--- src/rtl/gg_loader_pkg.sv ---
// Shared types and constants for the Game Genie code loader.
// Holds the mapper register number, the FSM and mode enums, the packed cheat
// entry layout and the helper that picks the byte for each slot-port write.
package gg_loader_pkg;

    // Mapper register that exposes the Game Genie slot port.
    localparam logic [7:0] REG_GG = 8'd135;

    typedef enum logic [2:0] {
        IDLE,
        SELECT,
        IDXRST,
        WRITE,
        DONE,
        ERR
    } state_t;

    typedef enum logic {
        PROG,
        CLR
    } mode_t;

    // 32-bit cheat entry as stored in the local buffer.
    typedef struct packed {
        logic [7:0]  cmp;
        logic [7:0]  data;
        logic        long_code;
        logic [14:0] addr;
    } entry_t;

    // Byte order expected by the slot port: compare, data, {long,addr_hi}, addr_lo.
    function automatic logic [7:0] entry_byte(input entry_t e, input logic [1:0] b);
        logic [7:0] r;
        r = 8'h00;
        case (b)
            2'd0:    r = e.cmp;
            2'd1:    r = e.data;
            2'd2:    r = {e.long_code, e.addr[14:8]};
            default: r = e.addr[7:0];
        endcase
        return r;
    endfunction

endpackage

--- src/rtl/gg_entry_buf.sv ---
// Cheat entry buffer: SLOTS x 32-bit register file with a fill counter.
// Entries are appended while the loader is idle and never overwritten once
// full; the read port is registered, so rd_entry reflects rd_idx of the
// previous cycle.
module gg_entry_buf
    import gg_loader_pkg::*;
#(
    parameter int SLOTS = 5,
    parameter int CNT_W = 3,
    parameter int IDX_W = 3
) (
    input  logic             clk,
    input  logic             rst,
    input  logic             accept_en,
    input  logic             in_valid,
    output logic             in_ready,
    input  entry_t           wr_entry,
    input  logic             flush,
    input  logic [IDX_W-1:0] rd_idx,
    output entry_t           rd_entry,
    output logic [CNT_W-1:0] count
);

    entry_t           mem [SLOTS];
    entry_t           rd_data_reg;
    logic [CNT_W-1:0] count_reg;
    logic             wr_en;

    assign in_ready = accept_en && (count_reg < CNT_W'(SLOTS));
    assign wr_en    = in_valid && in_ready;
    assign count    = count_reg;
    assign rd_entry = rd_data_reg;

    // Fill counter: grows on each accepted entry, emptied by reset or flush.
    always_ff @(posedge clk) begin
        if (rst || flush) begin
            count_reg <= '0;
        end else if (wr_en) begin
            count_reg <= count_reg + CNT_W'(1);
        end
    end

    genvar gi;
    generate
        for (gi = 0; gi < SLOTS; gi++) begin : g_slot
            // Each slot captures the incoming entry when it is the next free one.
            always_ff @(posedge clk) begin
                if (wr_en && (count_reg == CNT_W'(gi))) begin
                    mem[gi] <= wr_entry;
                end
            end
        end
    endgenerate

    // Registered read of the entry currently being programmed.
    always_ff @(posedge clk) begin
        if (rst) begin
            rd_data_reg <= '0;
        end else begin
            rd_data_reg <= mem[rd_idx];
        end
    end

endmodule

--- src/rtl/gg_code_loader.sv ---
// Game Genie code loader: buffers up to SLOTS cheat entries from the host and,
// on commit, programs them through the mapper cmd_addr/cmd_data port pair:
// select REG_GG, read the data port to reset the slot index, then write four
// bytes per entry. A clear (or empty commit) stops after the index reset,
// which disables every slot.
// Optional bus timeout is enabled by defining GG_LOADER_TIMEOUT_EN.
module gg_code_loader
    import gg_loader_pkg::*;
#(
    parameter int SLOTS   = 5,
    parameter int TMO_CYC = 4096
) (
    input  logic        clk,
    input  logic        rst,
    input  logic        in_valid,
    output logic        in_ready,
    input  logic [14:0] in_addr,
    input  logic [7:0]  in_data,
    input  logic [7:0]  in_cmp,
    input  logic        in_long,
    input  logic        commit,
    input  logic        clear,
    output logic        busy,
    output logic        done,
    output logic        err,
    output logic        bus_req,
    output logic        bus_sel,
    output logic        bus_rw,
    output logic [7:0]  bus_dout,
    input  logic        bus_ack
);

    localparam int CNT_W = $clog2(SLOTS + 1);
    localparam int IDX_W = (SLOTS > 1) ? $clog2(SLOTS) : 1;

    state_t           state_reg, state_next;
    mode_t            mode_reg, mode_next;
    logic [IDX_W-1:0] e_reg, e_next;
    logic [1:0]       b_reg, b_next;
    logic             bus_req_reg, bus_req_next;
    logic             bus_sel_reg, bus_sel_next;
    logic             bus_rw_reg, bus_rw_next;
    logic [7:0]       bus_dout_reg, bus_dout_next;
    logic             buf_flush;
    entry_t           wr_entry;
    entry_t           rd_entry;
    logic [CNT_W-1:0] count;
    logic             tmo_hit;

    assign wr_entry = '{cmp: in_cmp, data: in_data, long_code: in_long, addr: in_addr};

    // The read index follows e_next so the registered read already holds
    // entry e_reg by the time a write request is issued for it.
    gg_entry_buf #(
        .SLOTS (SLOTS),
        .CNT_W (CNT_W),
        .IDX_W (IDX_W)
    ) u_buf (
        .clk       (clk),
        .rst       (rst),
        .accept_en (state_reg == IDLE),
        .in_valid  (in_valid),
        .in_ready  (in_ready),
        .wr_entry  (wr_entry),
        .flush     (buf_flush),
        .rd_idx    (e_next),
        .rd_entry  (rd_entry),
        .count     (count)
    );

`ifdef GG_LOADER_TIMEOUT_EN
    localparam int TMO_W = ($clog2(TMO_CYC + 1) > 12) ? $clog2(TMO_CYC + 1) : 12;
    logic [TMO_W-1:0] tmo_cnt_reg;

    // Ack watchdog: restarts when a request is raised, counts while it is held.
    always_ff @(posedge clk) begin
        if (rst) begin
            tmo_cnt_reg <= '0;
        end else if (bus_req_next && !bus_req_reg) begin
            tmo_cnt_reg <= '0;
        end else if (bus_req_reg) begin
            tmo_cnt_reg <= tmo_cnt_reg + TMO_W'(1);
        end
    end

    assign tmo_hit = bus_req_reg && (tmo_cnt_reg == TMO_W'(TMO_CYC - 1));
    assign err     = (state_reg == ERR);
`else
    assign tmo_hit = 1'b0;
    assign err     = 1'b0;
`endif

    // State and bus-output registers.
    always_ff @(posedge clk) begin
        if (rst) begin
            state_reg    <= IDLE;
            mode_reg     <= PROG;
            e_reg        <= '0;
            b_reg        <= '0;
            bus_req_reg  <= 1'b0;
            bus_sel_reg  <= 1'b0;
            bus_rw_reg   <= 1'b1;
            bus_dout_reg <= 8'h00;
        end else begin
            state_reg    <= state_next;
            mode_reg     <= mode_next;
            e_reg        <= e_next;
            b_reg        <= b_next;
            bus_req_reg  <= bus_req_next;
            bus_sel_reg  <= bus_sel_next;
            bus_rw_reg   <= bus_rw_next;
            bus_dout_reg <= bus_dout_next;
        end
    end

    // Sequencer: each bus state raises one request the cycle after entry (or
    // after the previous ack), then advances when that request is acknowledged.
    always_comb begin
        state_next    = state_reg;
        mode_next     = mode_reg;
        e_next        = e_reg;
        b_next        = b_reg;
        bus_req_next  = bus_req_reg;
        bus_sel_next  = bus_sel_reg;
        bus_rw_next   = bus_rw_reg;
        bus_dout_next = bus_dout_reg;
        buf_flush     = 1'b0;

        case (state_reg)
            IDLE: begin
                if (clear) begin
                    state_next = SELECT;
                    mode_next  = CLR;
                end else if (commit) begin
                    state_next = SELECT;
                    mode_next  = PROG;
                end
            end
            SELECT: begin
                if (!bus_req_reg) begin
                    bus_req_next  = 1'b1;
                    bus_sel_next  = 1'b0;
                    bus_rw_next   = 1'b0;
                    bus_dout_next = REG_GG;
                end else if (bus_ack) begin
                    bus_req_next = 1'b0;
                    state_next   = IDXRST;
                end
            end
            IDXRST: begin
                if (!bus_req_reg) begin
                    bus_req_next = 1'b1;
                    bus_sel_next = 1'b1;
                    bus_rw_next  = 1'b1;
                end else if (bus_ack) begin
                    bus_req_next = 1'b0;
                    if (mode_reg == CLR || count == '0) begin
                        state_next = DONE;
                        buf_flush  = (mode_reg == CLR);
                    end else begin
                        state_next = WRITE;
                        e_next     = '0;
                        b_next     = '0;
                    end
                end
            end
            WRITE: begin
                if (!bus_req_reg) begin
                    bus_req_next  = 1'b1;
                    bus_sel_next  = 1'b1;
                    bus_rw_next   = 1'b0;
                    bus_dout_next = entry_byte(rd_entry, b_reg);
                end else if (bus_ack) begin
                    bus_req_next = 1'b0;
                    if (b_reg == 2'd3) begin
                        if (CNT_W'(e_reg) + CNT_W'(1) == count) begin
                            state_next = DONE;
                        end else begin
                            e_next = e_reg + IDX_W'(1);
                            b_next = 2'd0;
                        end
                    end else begin
                        b_next = b_reg + 2'd1;
                    end
                end
            end
            DONE: begin
                state_next = IDLE;
            end
            default: begin
                state_next = IDLE;
            end
        endcase

        // Abandon the pending transaction when the watchdog expires.
        if (tmo_hit && !bus_ack) begin
            bus_req_next = 1'b0;
            state_next   = ERR;
        end
    end

    assign busy     = (state_reg != IDLE);
    assign done     = (state_reg == DONE);
    assign bus_req  = bus_req_reg;
    assign bus_sel  = bus_sel_reg;
    assign bus_rw   = bus_rw_reg;
    assign bus_dout = bus_dout_reg;

endmodule

--- config.mk ---
export PLATFORM = sky130hd
export DESIGN_NAME = gg_code_loader
export DESIGN_NICKNAME = d
export VERILOG_FILES = /design/src/rtl/gg_loader_pkg.sv /design/src/rtl/gg_entry_buf.sv /design/src/rtl/gg_code_loader.sv
export SDC_FILE = /design/constraint.sdc
export NUM_CORES = 1
export LEC_CHECK = 0
export ABC_AREA = 1
export CORE_MARGIN = 5
export CORE_UTILIZATION = 25
export CTS_BUF_LIST = sky130_fd_sc_hd__clkbuf_8
export DETAILED_ROUTE_END_ITERATION = 10
export PLACE_DENSITY = 0.5
export SYNTH_ARGS = -nofsm -noshare
export SYNTH_HDL_FRONTEND = slang
export SYNTH_SLANG_ARGS = --single-unit
--- constraint.sdc ---
create_clock -name clk -period 3.6 [get_ports clk]
set_input_delay 0.54 -clock clk [delete_from_list [all_inputs] [get_ports clk]]
set_output_delay 0.54 -clock clk [all_outputs]
set_load 0.02 [all_outputs]
==> key figures, run 1 <==
Run status
  • Status: completed

Route
  • Vias per cell: 4.28
  • Routed vias: 5,642
  • WL per Instance: approximately 16 um
  • Antenna-violating nets left: 0
  • # DRC: 0
  • Iter 0 DRT Violations: 411
  • Total wire length: between 20 and 25 mm
  • First-pass DRT Iterations: 5

Timing
  • Worst-Margin Slew: ~0.83 ns
  • Achievable Freq: 367 MHz
  • Final hold vios: 0
  • Final setup violation count: 0
  • Worst hold margin: 0.435 ns
  • Unrepaired setup endpoints after global routing: false
  • Final period util: 0.757
  • Tmin final: 2.73 ns
  • Rel. slew slack: 0.445
  • Layout Skew: just over 0.03 ns
  • Slew Limit Fails: 0

Final layout
  • Most frequent cells in the layout: 175 x nand2_1, 162 x nand3_1, 160 x edfxtp_1
  • Area Growth Syn to Fin: 18.4%
  • Final Cell Area: between 10,000 and 15,000 um2
  • # diodes: 0
  • Final Non-Filler Cells: 1,319
  • Post-layout util: 0.300
  • Commonest non-fill, non-tap cell in the layout: nand2_1
  • Share of layout cells above drive strength 1: 0.126
  • Final #Nets: 885
  • Max reg flops: 160

Worst setup path
  • Critical path launch point type: register
  • Critical Path AT: 3.15 ns
  • Reg2reg end: u_buf.rd_entry[8]
  • Critical path launch point: u_buf.count[0]
  • Crit Path Class: reg2reg
  • Worst EP required: 4.02 ns
  • Worst r2r src: u_buf.count[0]
  • CP endpoint: u_buf.rd_entry[8]
  • R2R Setup Slk: 0.87 ns
  • Max FO, Critical Path: 65
  • Crit path capture type: register
  • FF-to-FF path depth: 15

Die
  • Core area: 34,500 um2
  • Num rows: 68
  • Die H: about 200 um
  • Chip width: 197 um
  • Top Ports: 53
  • Initial Util: 0.253
  • DIE AREA: about 39,000 um2

Logic synthesis
  • Ys async rst share: 0
  • Synth Flop Type: edfxtp_1
  • Synth Area in Compound Gates: 0.0387
  • Synth Area in Adders: 0.0157
  • Yosys warning total: 0
  • Net Count, Synth: just over 800
  • Synth Register Bits: 215
  • Post-synth top area share: 0.549
  • Synth Area in Simple Gates: 0.212
  • Area contributors post-synth: edfxtp_1 55%, dfxtp_1 13%, nand3_1 9.3%, nand2_1 7.5%, inv_1 2.3%
  • Cell taking the most area after synthesis: edfxtp_1
  • Synth unique cells: 38
  • Post-Synthesis Cells: 772
  • Post-synthesis sequential area ratio: 0.675
  • Main combinational cell family by area after synthesis: simple AND/OR/NAND/NOR gates
  • Synthesized cell area: 8750 um2
  • Xor and xnor area share after synthesis: 0
  • Portion of netlist area occupied by mux cells: 0
  • Syn Area/Cell: 11.3 um2
  • Post-synth EDFFs: 160

Clock network
  • Post-CTS setup buffers: 0
  • Hold Buf Count CTS: 0
  • Clock tree sinks: 215
  • H-tree depth: 2
  • CTS max path bufs: 3
  • Clock-pin slew on the worst setup and hold paths: 0.07 ns
  • Clock network latency to the later pin of the worst-skew pair: 0.53 ns
  • Post-CTS resize count: 0
  • Clk root buf: clkbuf_8
  • CTS tree: built
  • Num CTS Buffers: 36

Place
  • Placed instance area: 9710 um2
  • Inst Count DP: ~1,300
  • HPWL after DPL: 12.3 mm
  • Port Buf Inserts: 51
  • Placer Congestion: 0.738

Global routing
  • Grt total ovfl: 0
  • Overall fraction of global-route tracks in use: 0.108
  • Initial antenna violation count: 0
  • Vias in the first global route: 5,598
  • Maximum number of pins on one net before global-route repair: 66
  • First-pass GRT wire length: 32.8 mm

Power and ir drop
  • Internal power: 4.59 mW
  • Sequential share of power: 0.486
  • Sw Ratio: 0.309
  • LEAKAGE: about 3.9 nW
  • Final Power: 6.65 mW
  • Worst vdd ir: 0.324 mV
  • Power Dens Cells: 641 nW/um2
  • Gate power share: 0.215
  • Clock group share of total power: 0.299
  • Switching Power: 2.05 mW

Job
  • MaxCap Viol Count: 0

Min path
  • Worst hold path class: reg2reg
  • Min-delay src: u_buf.mem[4][28]
power by group through the flow:
stage | logic [mW] | clock network, mW | registers, mW
final | 1.43 | 1.99 | 3.23
after global routing | 1.61 | 2.17 | 3.26
after CTS | 1.46 | 2.05 | 3.23
after detailed placement | 1.45 | 0 | 3.28
after global placement | 1.44 | 0 | 3.29
after floorplan | 0.957 | 0 | 3.28
synth_stat cells, types with 4 or more instances:
cell / n
a21oi_1: 21
a31oi_1: 9
buf_2: 9
buf_4: 13
buf_6: 9
clkbuf_1: 6
dfxtp_1: 55
edfxtp_1: 160
ha_1: 11
inv_1: 54
nand2_1: 175
nand2_2: 13
nand3_1: 162
nand3_2: 10
nor2_1: 16
nor3_1: 4
o21ai_0: 15
critical path: stages, from the launching register on:
cell and delay (ns):
dfxtp_1 0.40, inv_1 0.14, ha_1 0.21, inv_1 0.10, o21ai_0 0.14, o21ai_2 0.15, nand2_2 0.07, inv_4 0.08
nand2_1 0.06, nand2_2 0.09, buf_4 0.62, nand3_1 0.15, nand3_1 0.13, nand3_1 0.08, nand2_1 0.06, inv_1 0.04
worst min path at each step:
| stage | end | cells after the start | slack [ns] |
|---|---|---|---|
| after floorplan | u_buf.rd_entry[11] | 2 | 0.42 |
| after global placement | u_buf.rd_entry[21] | 2 | 0.43 |
| after detailed placement | u_buf.rd_entry[3] | 2 | 0.42 |
| after CTS | u_buf.rd_entry[28] | 2 | 0.44 |
| after global routing | u_buf.rd_entry[19] | 2 | 0.45 |
| final | u_buf.rd_entry[28] | 2 | 0.44 |
layer usage:
layer | up-vias | wire (um) | GRT usage
met4 | 0 | 336 | 0.0282
met3 | 31 | 1070 | 0.0239
met5 | - | 0 | 0
li1 | 2798 | - | -
met1 | 2690 | 9800 | 0.145
met2 | 123 | 9790 | 0.176
logic make-up (layout without fill, tap and decap cells):
family	after synthesis	count (layout)
and+or+nand+nor	393	393
DFF	215	215
buffers and inverters	97	189
AOI/OAI and AO/OA	55	55
adders and majority gates	11	11
other	1	1
per-stage QoR:
step / TNS, ns / setup slack [ns]
3_5_place_dp: 0 / 0.731
3_3_place_gp: 0 / 0.753
5_1_grt: 0 / 0.625
4_1_cts: 0 / 0.867
2_1_floorplan: -35.10 / -0.548
6_report: 0 / 0.875
final cells by class:
| cell class | count | area [um2] |
|---|---|---|
| Clock buffer | 37 | 509 |
| Clock inverter | 29 | 149 |
| Fill cell | 3600 | 24200 |
| Inverter | 59 | 230 |
| Multi-Input combinational cell | 460 | 2370 |
| Sequential cell | 215 | 5910 |
| Tap cell | 455 | 569 |
| Timing Repair Buffer | 64 | 633 |
No activity file was read; power rests on OpenSTA's default activity.
==> run 2, diff against run 1 <==
Settings changed: PLACE_DENSITY 0.5 to 0.48.
Clock period 3.6 ns to 2.61 ns, I/O delays scaled along.
==> run 2 against run 1 <==
  * Cell area rose by 3.4%
  * Sequential power rose by 38%
  * Highest routed layer unchanged
  * Count of clock-buffer cells in the layout rose by 5
  * Critical endpoint is now in_ready
  * Setup slack got worse by 0.63 ns
==> key figures, run 2 (synthesis gave the netlist of run 1 again) <==
Timing
  • Tmin final: 2.37 ns
  • Layout Skew: 0.0216 ns
  • Worst-Margin Slew: around 0.74 ns
  • Final setup violation count: 0
  • Unrepaired setup endpoints after global routing: false
  • Slew Limit Fails: 0
  • Achievable Freq: 422 MHz
  • Rel. slew slack: 0.502
  • Total negative setup slack: 0 ns
  • Final hold vios: 0
  • Final period util: 0.907

Final layout
  • Fillers: 3,557
  • Max reg flops: 160
  • Register Area: 5910 um2
  • Commonest non-fill, non-tap cell in the layout: nand2_1
  • Area of the multi-input gates: 2400 um2
  • Final Non-Filler Cells: 1,336
  • Final #Nets: 899
  • Most frequent cells in the layout: 174 x nand2_1, 162 x nand3_1, 160 x edfxtp_1
  • Area Growth Syn to Fin: 22.5%
  • Share of layout cells above drive strength 1: 0.147

Die
  • Top Ports: 53
  • DIE AREA: 38,900 um2
  • Num rows: slightly below 70
  • Initial Util: 0.253
  • Chip width: slightly below 200 um
  • Core area: 34,500 um2
  • Die H: 197 um

Run status
  • Status: completed

Clock network
  • Post-CTS setup buffers: 0
  • H-tree depth: 2
  • Post-CTS resize count: 0
  • Hold Buf Count CTS: 0
  • Clock network latency to the later pin of the worst-skew pair: 0.53 ns
  • Clock tree sinks: 215
  • Clock-pin slew on the worst setup and hold paths: 0.06 ns
  • Clk root buf: clkbuf_8
  • Num CTS Buffers: 37
  • CTS tree: built
  • CTS max path bufs: 3

Route
  • Routed vias: 5,740
  • # DRC: 0
  • Vias per cell: 4.30
  • Total wire length: 21.7 mm
  • Iter 0 DRT Violations: between 300 and 400
  • WL per Instance: 16.2 um
  • Antenna-violating nets left: 0
  • First-pass DRT Iterations: 5

Worst setup path
  • Crit Path Class: reg2out
  • Worst r2r src: u_buf.count[0]
  • Reg2reg end: u_buf.rd_entry[6]
  • R2R Setup Slk: 0.26 ns
  • Critical Path AT: 1.98 ns
  • Worst EP required: 2.22 ns
  • Critical path launch point type: register
  • Crit path capture type: primary output
  • Max FO, Critical Path: 4
  • FF-to-FF path depth: 15

Place
  • Placer Congestion: 0.715
  • Inst Count DP: 1,266
  • HPWL after DPL: 13.1 mm
  • Port Buf Inserts: 51

Power and ir drop
  • Power Dens Cells: 881 nW/um2
  • LEAKAGE: approximately 4.1 nW
  • Final Power: 9.44 mW
  • Worst vdd ir: 0.293 mV

Global routing
  • Initial antenna violation count: 1
  • First-pass GRT wire length: 34.1 mm
  • Grt total ovfl: 0
  • Vias in the first global route: 5,939
  • Overall fraction of global-route tracks in use: 0.112
  • Maximum number of pins on one net before global-route repair: 40

Min path
  • Worst hold path class: reg2reg
  • Min-delay src: u_buf.mem[4][24]
  • Hold Path End: u_buf.rd_entry[24]
  • WHS Path Cells: 2

Job
  • MaxCap Viol Count: 0
[run 2: worst max-delay path, cell delays in order (launching register included)]
cell and delay, ns:
dfxtp_1 0.34, nor2_2 0.21, nand2_2 0.13, a21oi_4 0.15
clkdlybuf4s50_1 0.63
[run 2: how the worst max path moves through the flow]
stage	start	end	slack [ns]	cells past startpoint
2_1_floorplan	state_reg[2]	u_buf.mem[1][0]	0.06	6
3_3_place_gp	bus_ack	u_buf.rd_entry[6]	0.23	13
3_5_place_dp	u_buf.count[0]	u_buf.rd_entry[6]	0.23	15
4_1_cts	state_reg[2]	in_ready	0.17	4
5_1_grt	u_buf.count[0]	u_buf.rd_entry[6]	0.04	15
6_report	state_reg[2]	in_ready	0.24	4
[run 2: metal layers]
layer / up-vias / part of all wire / track usage
met1: 2732 / 0.45 / 0.146
met5: - / 0 / 0
met3: 38 / 0.059 / 0.0281
li1: 2823 / - / -
met4: 0 / 0.021 / 0.0354
met2: 147 / 0.47 / 0.182
[run 2: final cells by class]
| class | instances | share of cell area |
|---|---|---|
| Sequential cell | 215 | 0.551 |
| Multi-Input combinational cell | 460 | 0.224 |
| Timing Repair Buffer | 77 | 0.0849 |
| Clock buffer | 42 | 0.0539 |
| Tap cell | 455 | 0.0531 |
| Inverter | 59 | 0.0215 |
| Clock inverter | 26 | 0.0110 |
| Antenna cell | 2 | 0.000467 |
[run 2: through the flow]
stage	utilization	hold slack, ns	setup WS (ns)	area [um2]
floorplan	-	0.419	0.0614	8800
global placement	0.290	0.425	0.231	10000
detailed placement	0.290	0.426	0.225	10000
CTS	0.310	0.439	0.171	10700
global route	0.310	0.465	0.0358	10700
finish	0.310	0.439	0.242	10700
[run 2: power by group]
part / leakage [nW] / internal [mW] / switching (mW)
Sequential: 1.91 / 4.24 / 0.217
Combinational: 1.75 / 0.787 / 1.37
Clock: 0.409 / 1.49 / 1.35
Total: 4.07 / 6.51 / 2.93
